**config.mk**
```make
export PLATFORM = sky130hd
export DESIGN_NAME = bloom_req_ctrl_flat
export DESIGN_NICKNAME = d
export VERILOG_FILES = /design/src/rtl/bloom_pkg.sv /design/src/rtl/bloom_req_ctrl_if.sv /design/src/rtl/bloom_req_fifo.sv /design/src/rtl/bloom_req_ctrl.sv /design/src/flat_wrapper.sv
export SDC_FILE = /design/constraint.sdc
export NUM_CORES = 1
export LEC_CHECK = 0
export BUFFER_PORTS_ARGS = -buffer_cell sky130_fd_sc_hd__buf_2
export CAP_MARGIN = 0
export CORE_ASPECT_RATIO = 0.8
export CORE_UTILIZATION = 54
export CTS_BUF_LIST = sky130_fd_sc_hd__clkbuf_2 sky130_fd_sc_hd__clkbuf_4 sky130_fd_sc_hd__clkbuf_8
export DETAILED_ROUTE_END_ITERATION = 8
export GPL_TIMING_DRIVEN = 0
export PLACE_DENSITY_LB_ADDON = 0.1
export SYNTH_ARGS = -nofsm -noshare
export SYNTH_HDL_FRONTEND = slang
export SYNTH_HIERARCHICAL = 1
export SYNTH_SLANG_ARGS = --single-unit
```
**constraint.sdc**
```tcl
create_clock -name clk -period 2.3 [get_ports clk]
set_input_delay 0.115 -clock clk [delete_from_list [all_inputs] [get_ports clk]]
set_output_delay 0.115 -clock clk [all_outputs]
set_load 0.02 [all_outputs]
```
**src/rtl/bloom_pkg.sv**
```systemverilog
// Shared types for the Bloom filter request front-end.
// Op codes, controller states and the default request bundle.
package bloom_pkg;

    localparam int D_SIZE_DEF = 32;
    localparam int TAG_W_DEF  = 4;

    typedef enum logic [1:0] {
        OP_INSERT = 2'b00,
        OP_CHECK  = 2'b01,
        OP_CLEAR  = 2'b10,
        OP_RSVD   = 2'b11
    } op_e;

    typedef enum logic [1:0] {
        S_IDLE,
        S_ISSUE,
        S_WAIT,
        S_RESP
    } state_e;

    // Request at the default widths; modules with other widths
    // declare their own bundle of the same shape.
    typedef struct packed {
        op_e                   op;
        logic [D_SIZE_DEF-1:0] data;
        logic [TAG_W_DEF-1:0]  tag;
    } req_t;

endpackage

```
**src/rtl/bloom_req_ctrl_if.sv**
```systemverilog
// Request/response handshake bundle for bloom_req_ctrl.
// master: requester/consumer side; slave: the controller.
interface bloom_req_ctrl_if #(
    parameter int D_SIZE = 32,
    parameter int TAG_W  = 4
);
    logic              req_valid;
    logic              req_ready;
    logic [1:0]        req_op;
    logic [D_SIZE-1:0] req_data;
    logic [TAG_W-1:0]  req_tag;

    logic              resp_valid;
    logic              resp_ready;
    logic [1:0]        resp_op;
    logic [TAG_W-1:0]  resp_tag;
    logic              resp_match;
    logic              resp_err;

    modport master (
        output req_valid, req_op, req_data, req_tag, resp_ready,
        input  req_ready, resp_valid, resp_op, resp_tag,
        input  resp_match, resp_err
    );

    modport slave (
        input  req_valid, req_op, req_data, req_tag, resp_ready,
        output req_ready, resp_valid, resp_op, resp_tag,
        output resp_match, resp_err
    );
endinterface

```
**src/rtl/bloom_req_fifo.sv**
```systemverilog
// Synchronous request FIFO, async active-high reset.
// Ports: push/wdata in, pop/rdata out (show-ahead), full/empty/count.
module bloom_req_fifo
    import bloom_pkg::*;
#(
    parameter int  DEPTH = 4,
    parameter type T     = req_t
) (
    input  logic                       clk,
    input  logic                       reset,
    input  logic                       push,
    input  T                           wdata,
    input  logic                       pop,
    output T                           rdata,
    output logic                       full,
    output logic                       empty,
    output logic [$clog2(DEPTH):0]     count
);
    localparam int AW = $clog2(DEPTH);
    localparam int CW = AW + 1;

    T               mem [DEPTH];
    logic [AW-1:0]  wr_ptr;
    logic [AW-1:0]  rd_ptr;
    logic           do_push;
    logic           do_pop;

    assign full    = (count == CW'(DEPTH));
    assign empty   = (count == '0);
    assign do_push = push && !full;
    assign do_pop  = pop && !empty;
    assign rdata   = mem[rd_ptr];

    always_ff @(posedge clk or posedge reset) begin
        if (reset) begin
            wr_ptr <= '0;
            rd_ptr <= '0;
            count  <= '0;
        end else begin
            if (do_push) wr_ptr <= wr_ptr + 1'b1;
            if (do_pop)  rd_ptr <= rd_ptr + 1'b1;
            unique case ({do_push, do_pop})
                2'b10:   count <= count + 1'b1;
                2'b01:   count <= count - 1'b1;
                default: count <= count;
            endcase
        end
    end

    // Storage needs no reset: count gates every read.
    always_ff @(posedge clk) begin
        if (do_push) mem[wr_ptr] <= wdata;
    end

endmodule

```
**src/rtl/bloom_req_ctrl.sv**
```systemverilog
// Bloom filter request front-end: FIFO-buffered, serialised ops,
// one-cycle core strobes, tagged responses.
// Ports: clk, reset, bus (slave handshake), bf_* core side, busy.
module bloom_req_ctrl
    import bloom_pkg::*;
#(
    parameter int D_SIZE     = 32,
    parameter int TAG_W      = 4,
    parameter int FIFO_DEPTH = 4,
    parameter int MATCH_LAT  = 2
) (
    input  logic              clk,
    input  logic              reset,
    bloom_req_ctrl_if.slave   bus,
    output logic              bf_insert,
    output logic              bf_check,
    output logic              bf_clear,
    output logic [D_SIZE-1:0] bf_data,
    input  logic              bf_match,
    output logic              busy
);
    localparam int CW    = $clog2(FIFO_DEPTH) + 1;
    localparam int CNT_W = (MATCH_LAT > 1) ? $clog2(MATCH_LAT) : 1;

    typedef struct packed {
        op_e               op;
        logic [D_SIZE-1:0] data;
        logic [TAG_W-1:0]  tag;
    } req_w_t;

    state_e             state;
    state_e             state_nx;
    op_e                op_q;
    logic [D_SIZE-1:0]  data_q;
    logic [TAG_W-1:0]   tag_q;
    logic [CNT_W-1:0]   cnt;
    logic               match_q;
    logic               err_q;

    req_w_t             fifo_in;
    req_w_t             fifo_out;
    logic               fifo_full;
    logic               fifo_empty;
    logic [CW-1:0]      fifo_count;
    logic               pop;

    assign fifo_in.op   = op_e'(bus.req_op);
    assign fifo_in.data = bus.req_data;
    assign fifo_in.tag  = bus.req_tag;

    bloom_req_fifo #(
        .DEPTH (FIFO_DEPTH),
        .T     (req_w_t)
    ) u_fifo (
        .clk   (clk),
        .reset (reset),
        .push  (bus.req_valid),
        .wdata (fifo_in),
        .pop   (pop),
        .rdata (fifo_out),
        .full  (fifo_full),
        .empty (fifo_empty),
        .count (fifo_count)
    );

    always_ff @(posedge clk or posedge reset) begin
        if (reset) state <= S_IDLE;
        else       state <= state_nx;
    end

    always_comb begin
        state_nx = state;
        pop      = 1'b0;
        unique case (state)
            S_IDLE: begin
                if (!fifo_empty) begin
                    pop      = 1'b1;
                    state_nx = S_ISSUE;
                end
            end
            S_ISSUE: begin
                // Reserved ops never touch the core.
                if (op_q == OP_RSVD) state_nx = S_RESP;
                else                 state_nx = S_WAIT;
            end
            S_WAIT: begin
                if (cnt == '0) state_nx = S_RESP;
            end
            S_RESP: begin
                if (bus.resp_ready) state_nx = S_IDLE;
            end
            default: state_nx = S_IDLE;
        endcase
    end

    always_ff @(posedge clk or posedge reset) begin
        if (reset) begin
            op_q    <= OP_INSERT;
            data_q  <= '0;
            tag_q   <= '0;
            cnt     <= '0;
            match_q <= 1'b0;
            err_q   <= 1'b0;
        end else begin
            if (pop) begin
                op_q    <= fifo_out.op;
                data_q  <= fifo_out.data;
                tag_q   <= fifo_out.tag;
                match_q <= 1'b0;
                err_q   <= 1'b0;
            end
            if (state == S_ISSUE) begin
                cnt   <= CNT_W'(MATCH_LAT - 1);
                err_q <= (op_q == OP_RSVD);
            end
            if (state == S_WAIT) begin
                cnt <= cnt - 1'b1;
                // Core result is settled on the last wait cycle.
                if (cnt == '0)
                    match_q <= (op_q == OP_CHECK) && bf_match;
            end
        end
    end

    // Strobes decode registered state only, so they cannot glitch.
    assign bf_insert = (state == S_ISSUE) && (op_q == OP_INSERT);
    assign bf_check  = (state == S_ISSUE) && (op_q == OP_CHECK);
    assign bf_clear  = (state == S_ISSUE) && (op_q == OP_CLEAR);
    assign bf_data   = data_q;

    assign bus.req_ready  = !fifo_full;
    assign bus.resp_valid = (state == S_RESP);
    assign bus.resp_op    = op_q;
    assign bus.resp_tag   = tag_q;
    assign bus.resp_match = match_q;
    assign bus.resp_err   = err_q;

    assign busy = (state != S_IDLE) || (fifo_count != '0);

endmodule

```
**src/flat_wrapper.sv**
```systemverilog
// flat-port wrapper written by rule: the top's interface ports become plain ports
module bloom_req_ctrl_flat import bloom_pkg::*;
#(
    parameter int D_SIZE     = 32,
    parameter int TAG_W      = 4,
    parameter int FIFO_DEPTH = 4,
    parameter int MATCH_LAT  = 2
)
  (clk, reset, bf_insert, bf_check, bf_clear, bf_data, bf_match, busy, bus_req_valid, bus_req_op, bus_req_data, bus_req_tag, bus_resp_ready, bus_req_ready, bus_resp_valid, bus_resp_op, bus_resp_tag, bus_resp_match, bus_resp_err);
  bloom_req_ctrl_if #(.D_SIZE(D_SIZE), .TAG_W(TAG_W)) bus_i ();
  input  logic clk;
  input  logic reset;
  output logic bf_insert;
  output logic bf_check;
  output logic bf_clear;
  output logic [D_SIZE-1:0] bf_data;
  input  logic bf_match;
  output logic busy;
  input wire logic [$bits(bus_i.req_valid)-1:0] bus_req_valid;
  input wire logic [$bits(bus_i.req_op)-1:0] bus_req_op;
  input wire logic [$bits(bus_i.req_data)-1:0] bus_req_data;
  input wire logic [$bits(bus_i.req_tag)-1:0] bus_req_tag;
  input wire logic [$bits(bus_i.resp_ready)-1:0] bus_resp_ready;
  output wire logic [$bits(bus_i.req_ready)-1:0] bus_req_ready;
  output wire logic [$bits(bus_i.resp_valid)-1:0] bus_resp_valid;
  output wire logic [$bits(bus_i.resp_op)-1:0] bus_resp_op;
  output wire logic [$bits(bus_i.resp_tag)-1:0] bus_resp_tag;
  output wire logic [$bits(bus_i.resp_match)-1:0] bus_resp_match;
  output wire logic [$bits(bus_i.resp_err)-1:0] bus_resp_err;
  assign bus_i.req_valid = bus_req_valid;
  assign bus_i.req_op = bus_req_op;
  assign bus_i.req_data = bus_req_data;
  assign bus_i.req_tag = bus_req_tag;
  assign bus_i.resp_ready = bus_resp_ready;
  assign bus_req_ready = bus_i.req_ready;
  assign bus_resp_valid = bus_i.resp_valid;
  assign bus_resp_op = bus_i.resp_op;
  assign bus_resp_tag = bus_i.resp_tag;
  assign bus_resp_match = bus_i.resp_match;
  assign bus_resp_err = bus_i.resp_err;
  bloom_req_ctrl #(.D_SIZE(D_SIZE), .TAG_W(TAG_W), .FIFO_DEPTH(FIFO_DEPTH), .MATCH_LAT(MATCH_LAT)) u_core (.clk(clk), .reset(reset), .bus(bus_i), .bf_insert(bf_insert), .bf_check(bf_check), .bf_clear(bf_clear), .bf_data(bf_data), .bf_match(bf_match), .busy(busy));
endmodule
```
* Word level (Yosys, flattened, before mapping) *
Memories as Yosys holds them, arrays and structs flattened. A register that Yosys moved wholly into a read port is not among the register bits.
Index checks and enable logic that the tools add are counted.

storage, ports and cells
  logic and storage cells = 60
  memories = 1
  bits of input ports = 43
  output and inout bits = 46
  latch bits = 0
  register bits after elaboration = 12
  RAM bits = 152
  bits in read-only memories = 0

memory list
  name               depth  width  read ports  clocked after Yosys merged registers in  write ports  line                  source
  u_core.u_fifo.mem  4      38     1           1                                        1            bloom_req_fifo.sv:22  T mem [DEPTH];

cells by class
  div/mod/pow operators = 0
  equal/unequal tests = 12
  bitwise operators = 0
  mux-type cells = 17
  add/sub/neg operators = 5
  reductions and logical operators = 18
  multiply operators = 0
  shifts and indexed selects = 0
  $lt $le $gt $ge = 0

operators by type and width
  kind                 number
  $mux 1               12
  $eq 2x2->1 const B   5
  $pmux 2 s4           1
  $reduce_bool 2->1    4
  $eq 2x1->1 const B   3
  $logic_and 1x1->1    6
  $mux 2               3
  $ne 2x2->1 const B   3
  $pmux 3 s2           1
  $add 2x1->2 const B  2
  $logic_not 2->1      2
  $add 3x1->3 const B  1
  $eq 3x3->1 const B   1
  $logic_not 3->1      1
  $reduce_and 3->1     1
  $reduce_bool 3->1    1
  $sub 3x1->3 const B  1
  $logic_not 1->1      2
  $logic_or 1x1->1     1
  $sub 1x1->1 const B  1

* Depth between registers and ports, before layout *
  depth in word-level cells = 6
  mapped depth = 12
  gate-level depth less buffers = 10

* By module *
The synthesis kept the hierarchy.

by module, submodules not included
  module          cells each  sequential area each (µm²)  area an instance (µm²)  instances
  bloom_req_fifo  237         4739.5                      5963.2                  1
  bloom_req_ctrl  118         1076.0                      1975.6                  1

* Least setup slack after synthesis *
OpenSTA, ideal clock, no wires.

  path kind = flip-flop to flip-flop
  start point = register u_core.state[0]
  end point = register u_core.u_fifo.count[2]
  arrival time = 2.268 ns
  cell stages (with the launch flop) = 13
  library setup time = 0.079 ns
  data required time = 2.221 ns
  buffers on the path = 2
  period minus slack after synthesis = 2.347 ns
  slack = -0.047 ns
  cells stage by stage = dfrtp_1 -> inv_1 -> ha_1 -> nor2b_4 -> buf_6 -> buf_12 -> o31a_1 -> ha_1 -> inv_1 -> fa_1 -> xor2_1 -> nor2_1 -> xor2_1

on the way
  word-level cells in the longest chain between the ends = 5
  elaborated cells on any way between the ends = 7
  those cells by class = eq/ne (2); mux (2); reduce/logical (3)

ends and longest elaborated chain
  what                                             line                  source
  start: declaration                               bloom_req_ctrl.sv:31  state_e state;
  start signal: assignment                         bloom_req_ctrl.sv:68  else state <= state_nx;
  $logic_not 2->1 *                                bloom_req_ctrl.sv:74  unique case (state)
  $mux 1 *                                         bloom_req_ctrl.sv:74
  via u_core.pop                                   bloom_req_ctrl.sv:45  logic pop;
  $logic_and 1x1->1 *                              bloom_req_fifo.sv:31  assign do_pop = pop && !empty;
  via u_core.u_fifo.do_pop                         bloom_req_fifo.sv:26  logic do_pop;
  $eq 2x1->1 or $eq 2x2->1 (tied branches)         bloom_req_fifo.sv:42  unique case ({do_push, do_pop})
  $pmux 3 s2 or $reduce_bool 2->1 (tied branches)  n/a
  end signal: assignment                           bloom_req_fifo.sv:43  2'b10: count <= count + 1'b1;
  end signal: assignment                           bloom_req_fifo.sv:44  2'b01: count <= count - 1'b1;
  end signal: assignment                           bloom_req_fifo.sv:45  default: count <= count;
  end: declaration                                 bloom_req_fifo.sv:17  output logic [$clog2(DEPTH):0] count

Mark *: on every way through the listed nets, which the timed path passes. The rest lies on a longest branch.
A chain may end at the register's enable or synchronous reset.

* Worst setup path after layout *
  start point = register u_core.state[0]
  end point = register u_core.u_fifo.count[2]

on the way
  word-level cells in the longest chain between the ends = 5
  elaborated cells on any way between the ends = 7
  those cells by class = eq/ne (2); mux (2); reduce/logical (3)

ends and longest elaborated chain
  what                                             line
  $logic_not 2->1 *                                bloom_req_ctrl.sv:74
  $mux 1 *                                         bloom_req_ctrl.sv:74
  $logic_and 1x1->1 *                              bloom_req_fifo.sv:31
  via u_core.u_fifo.do_pop                         bloom_req_fifo.sv:26
  $eq 2x1->1 or $eq 2x2->1 (tied branches)         bloom_req_fifo.sv:42
  $pmux 3 s2 or $reduce_bool 2->1 (tied branches)  n/a

Marks and branches as above.

==> results.json <==
{
  "status": "complete, no violations",
  "initial_core_util_pct": 55.53,
  "dpl_cell_area_mm2": 0.008732,
  "dp_cells": 632,
  "worst_slew_pin_slew_ns": 0.5929,
  "synthCells": 355,
  "antenna_found_initial": 0,
  "grt_max_degree": 29,
  "path_class": "reg -> reg",
  "clock_latency_ns": 0.55,
  "synth_top_area_share_pct": 57.49,
  "yosysMostFrequentCell": "edfxtp_1",
  "dp_hpwl_mm": 8.584,
  "min_path_cells": 4,
  "p_leak_uw": 0.003763,
  "die_height_um": 110.5,
  "fmax_ghz": 0.4604,
  "syn_avg_cell_area_um2": 22.36,
  "min_from": "bus_resp_ready",
  "reg2reg_slack_ns": 0.13,
  "min_to": "u_core/state[0]$_DFFE_PP0P_",
  "ys_types": 38,
  "clock-sinks": 202,
  "synth_common_cells": "152 x edfxtp_1, 50 x dfrtp_1, 38 x mux2_4, 38 x mux4_2, 12 x inv_1",
  "design_area_mm2": 0.009781,
  "max_slew_margin_pct": 60.47,
  "yosysWarnings": 6,
  "arrival_ns": 2.64,
  "wl_mm": 14.09,
  "peakVddDrop_uv": 756.2,
  "rr_worst_depth": 11,
  "setup_viol": 0,
  "grt_usage_pct": 19.62,
  "clkTransAtPathRegs_ns": 0.07,
  "via_per_inst": 5.208,
  "tritoncts": "built",
  "yosys_register_bits": 202,
  "fin_cells": 734,
  "synthTopCellsByArea": "edfxtp_1 57%, dfrtp_1 16%, mux4_2 11%, mux2_4 7.2%, buf_12 2.0%",
  "place.gp.congestion": 0.6975,
  "core_mm2": 0.01430,
  "rsz0062_at_grt": "false",
  "synth-main-ff-cell": "edfxtp_1",
  "vias": 3823,
  "synthToLayoutAreaGrowth_pct": 23.20,
  "routedWlPerCell_um": 19.19,
  "layout-drive-gt1-share_pct": 46.91,
  "die_w_um": 137.6,
  "grt_first_pass_wirelength_mm": 21.96,
  "path_max_fanout": 4,
  "maxSlewViolCount": 0,
  "startpoint_type": "register",
  "antenna_cells": 0,
  "layout_min_cycle_time_ns": 2.172,
  "r2r-end": "u_core/u_fifo/count[2]$_DFFE_PP0P_",
  "drt_pass1_iterations": 4,
  "ant_nets": 0,
  "cts_root_buf": "clkbuf_8",
  "fin_crit_sh_pct": 94.44,
  "drtIter0Drc": 147,
  "io_pins": 89,
  "power.density_mw_per_mm2": 1348,
  "htree_levels": 1,
  "synth_edf_count": 152,
  "drv_cap": 0,
  "whs_ns": 0.03918,
  "async_flop_share_pct": 24.75,
  "fin_worst_skew_ns": 0.01194,
  "final_nets": 580,
  "cts_buffer_depth": 3,
  "rows": 39,
  "startpoint": "u_core/state[0]$_DFFE_PP0P_",
  "yosys.area.top_type": "edfxtp_1",
  "reg2reg_from": "u_core/state[0]$_DFFE_PP0P_",
  "syn-cell-area_mm2": 0.007939,
  "cts_made_buffers": 30,
  "grt_pass1_vias": 4135,
  "ys_seq_area_share_pct": 73.25,
  "dieArea_mm2": 0.01519,
  "grt_overflow_total": 0,
  "cp-end-kind": "register",
  "io_buffer_count": 88,
  "hp-class": "in -> reg",
  "tns_ns": 0,
  "synthesis.nets": 409,
  "drc": 0,
  "crit_required_ns": 2.77,
  "hold_viol": 0,
  "finalPower_uw": 13180
}
-- final cells by class --
cell class / count / area, µm²
Sequential cell: 202 / 5816
Timing Repair Buffer: 140 / 996.0
Buffer: 13 / 193.9
Multi-Input combinational cell: 127 / 1901
Fill cell: 976 / 4517
Clock inverter: 9 / 46.29
Clock buffer: 47 / 553.0
Tap cell: 184 / 230.2
Inverter: 12 / 45.04
-- report_power, final --
| part | switching, µW | internal, µW | total (µW) |
|---|---|---|---|
| Combinational | 2320 | 2620 | 4940 |
| Sequential | 417 | 5000 | 5410 |
| Clock | 1290 | 1530 | 2830 |
| Total | 4030 | 9150 | 13200 |
-- worst max-delay path, cell delays in order (launching register included) --
cell     delay (ns)
dfrtp_1        0.39
inv_2          0.10
ha_4           0.16
nor2b_4        0.16
buf_12         0.11
o31a_1         0.15
ha_2           0.19
inv_1          0.06
fa_2           0.33
xor2_1         0.16
nor2_1         0.14
xor2_1         0.15
-- routing by layer --
layer  track usage [%]  part of all wire (%)
met1             26.18                    43
met2             32.43                    50
met3             4.545                   5.0
met4             5.275                   1.6
met5                 0                     0
-- stage by stage --
stage	utilization, %	worst slack (ns)
floorplan	-	0.03688
global placement	60.34	-0.7516
detailed placement	61.07	-0.1882
CTS	68.22	0.003227
global route	68.41	0.02409
finish	68.41	0.1280
-- sequential cells by signal, indices dropped and copies added (netlist names), 2 cells and up --
register and flops:
u_core/u_fifo/mem 152, u_core/bf_data 32, u_core/bus.resp_tag 4, u_core/u_fifo/count 3
u_core/bus.resp_op 2, u_core/state 2, u_core/u_fifo/rd_ptr 2, u_core/u_fifo/wr_ptr 2
-- layout by cell type (no fill, tap or decap), drive strengths merged, types with 3 or more instances in the layout --
master / instances
inv: 13
mux4: 38
xor2: 3
and2: 5
nand2: 3
edfxtp: 152
dfrtp: 50
ha: 10
clkinv: 7
mux2: 40
clkbuf: 47
dlygate4sd3: 41
xnor2: 3
buf: 112
nor2b: 3
-- cells by family after synthesis --
logic type	Yosys count	synth area share (%)
AOI/OAI and AO/OA	7	0.6936
DFF	202	73.25
adders and majority gates	11	1.828
and+or+nand+nor	24	2.033
muxes	79	18.38
xor gates and xnor gates	6	0.6621
buffers and inverters	26	3.152
-- worst max-delay path by stage --
stage	endpoint	slack, ns	cells past startpoint
after CTS	u_core/u_fifo/count[2]$_DFFE_PP0P_	0.003	11
after global placement	u_core/u_fifo/mem[1][15]$_DFFE_PP_	-0.75	3
after detailed placement	u_core/u_fifo/count[2]$_DFFE_PP0P_	-0.19	12
after floorplan	u_core/u_fifo/count[2]$_DFFE_PP0P_	0.04	12
final	u_core/u_fifo/count[2]$_DFFE_PP0P_	0.13	11
after global routing	u_core/u_fifo/count[2]$_DFFE_PP0P_	0.02	11
-- repair_timing --
item	CTS	global route
gates resized for setup	2	1
hold endpoints to repair	181	0
setup endpoints to repair	2	1
pin swaps	0	0
buffers inserted	3	3
hold buffers	41	0
cloned	0	0
Power figures use the tool's default switching activity.
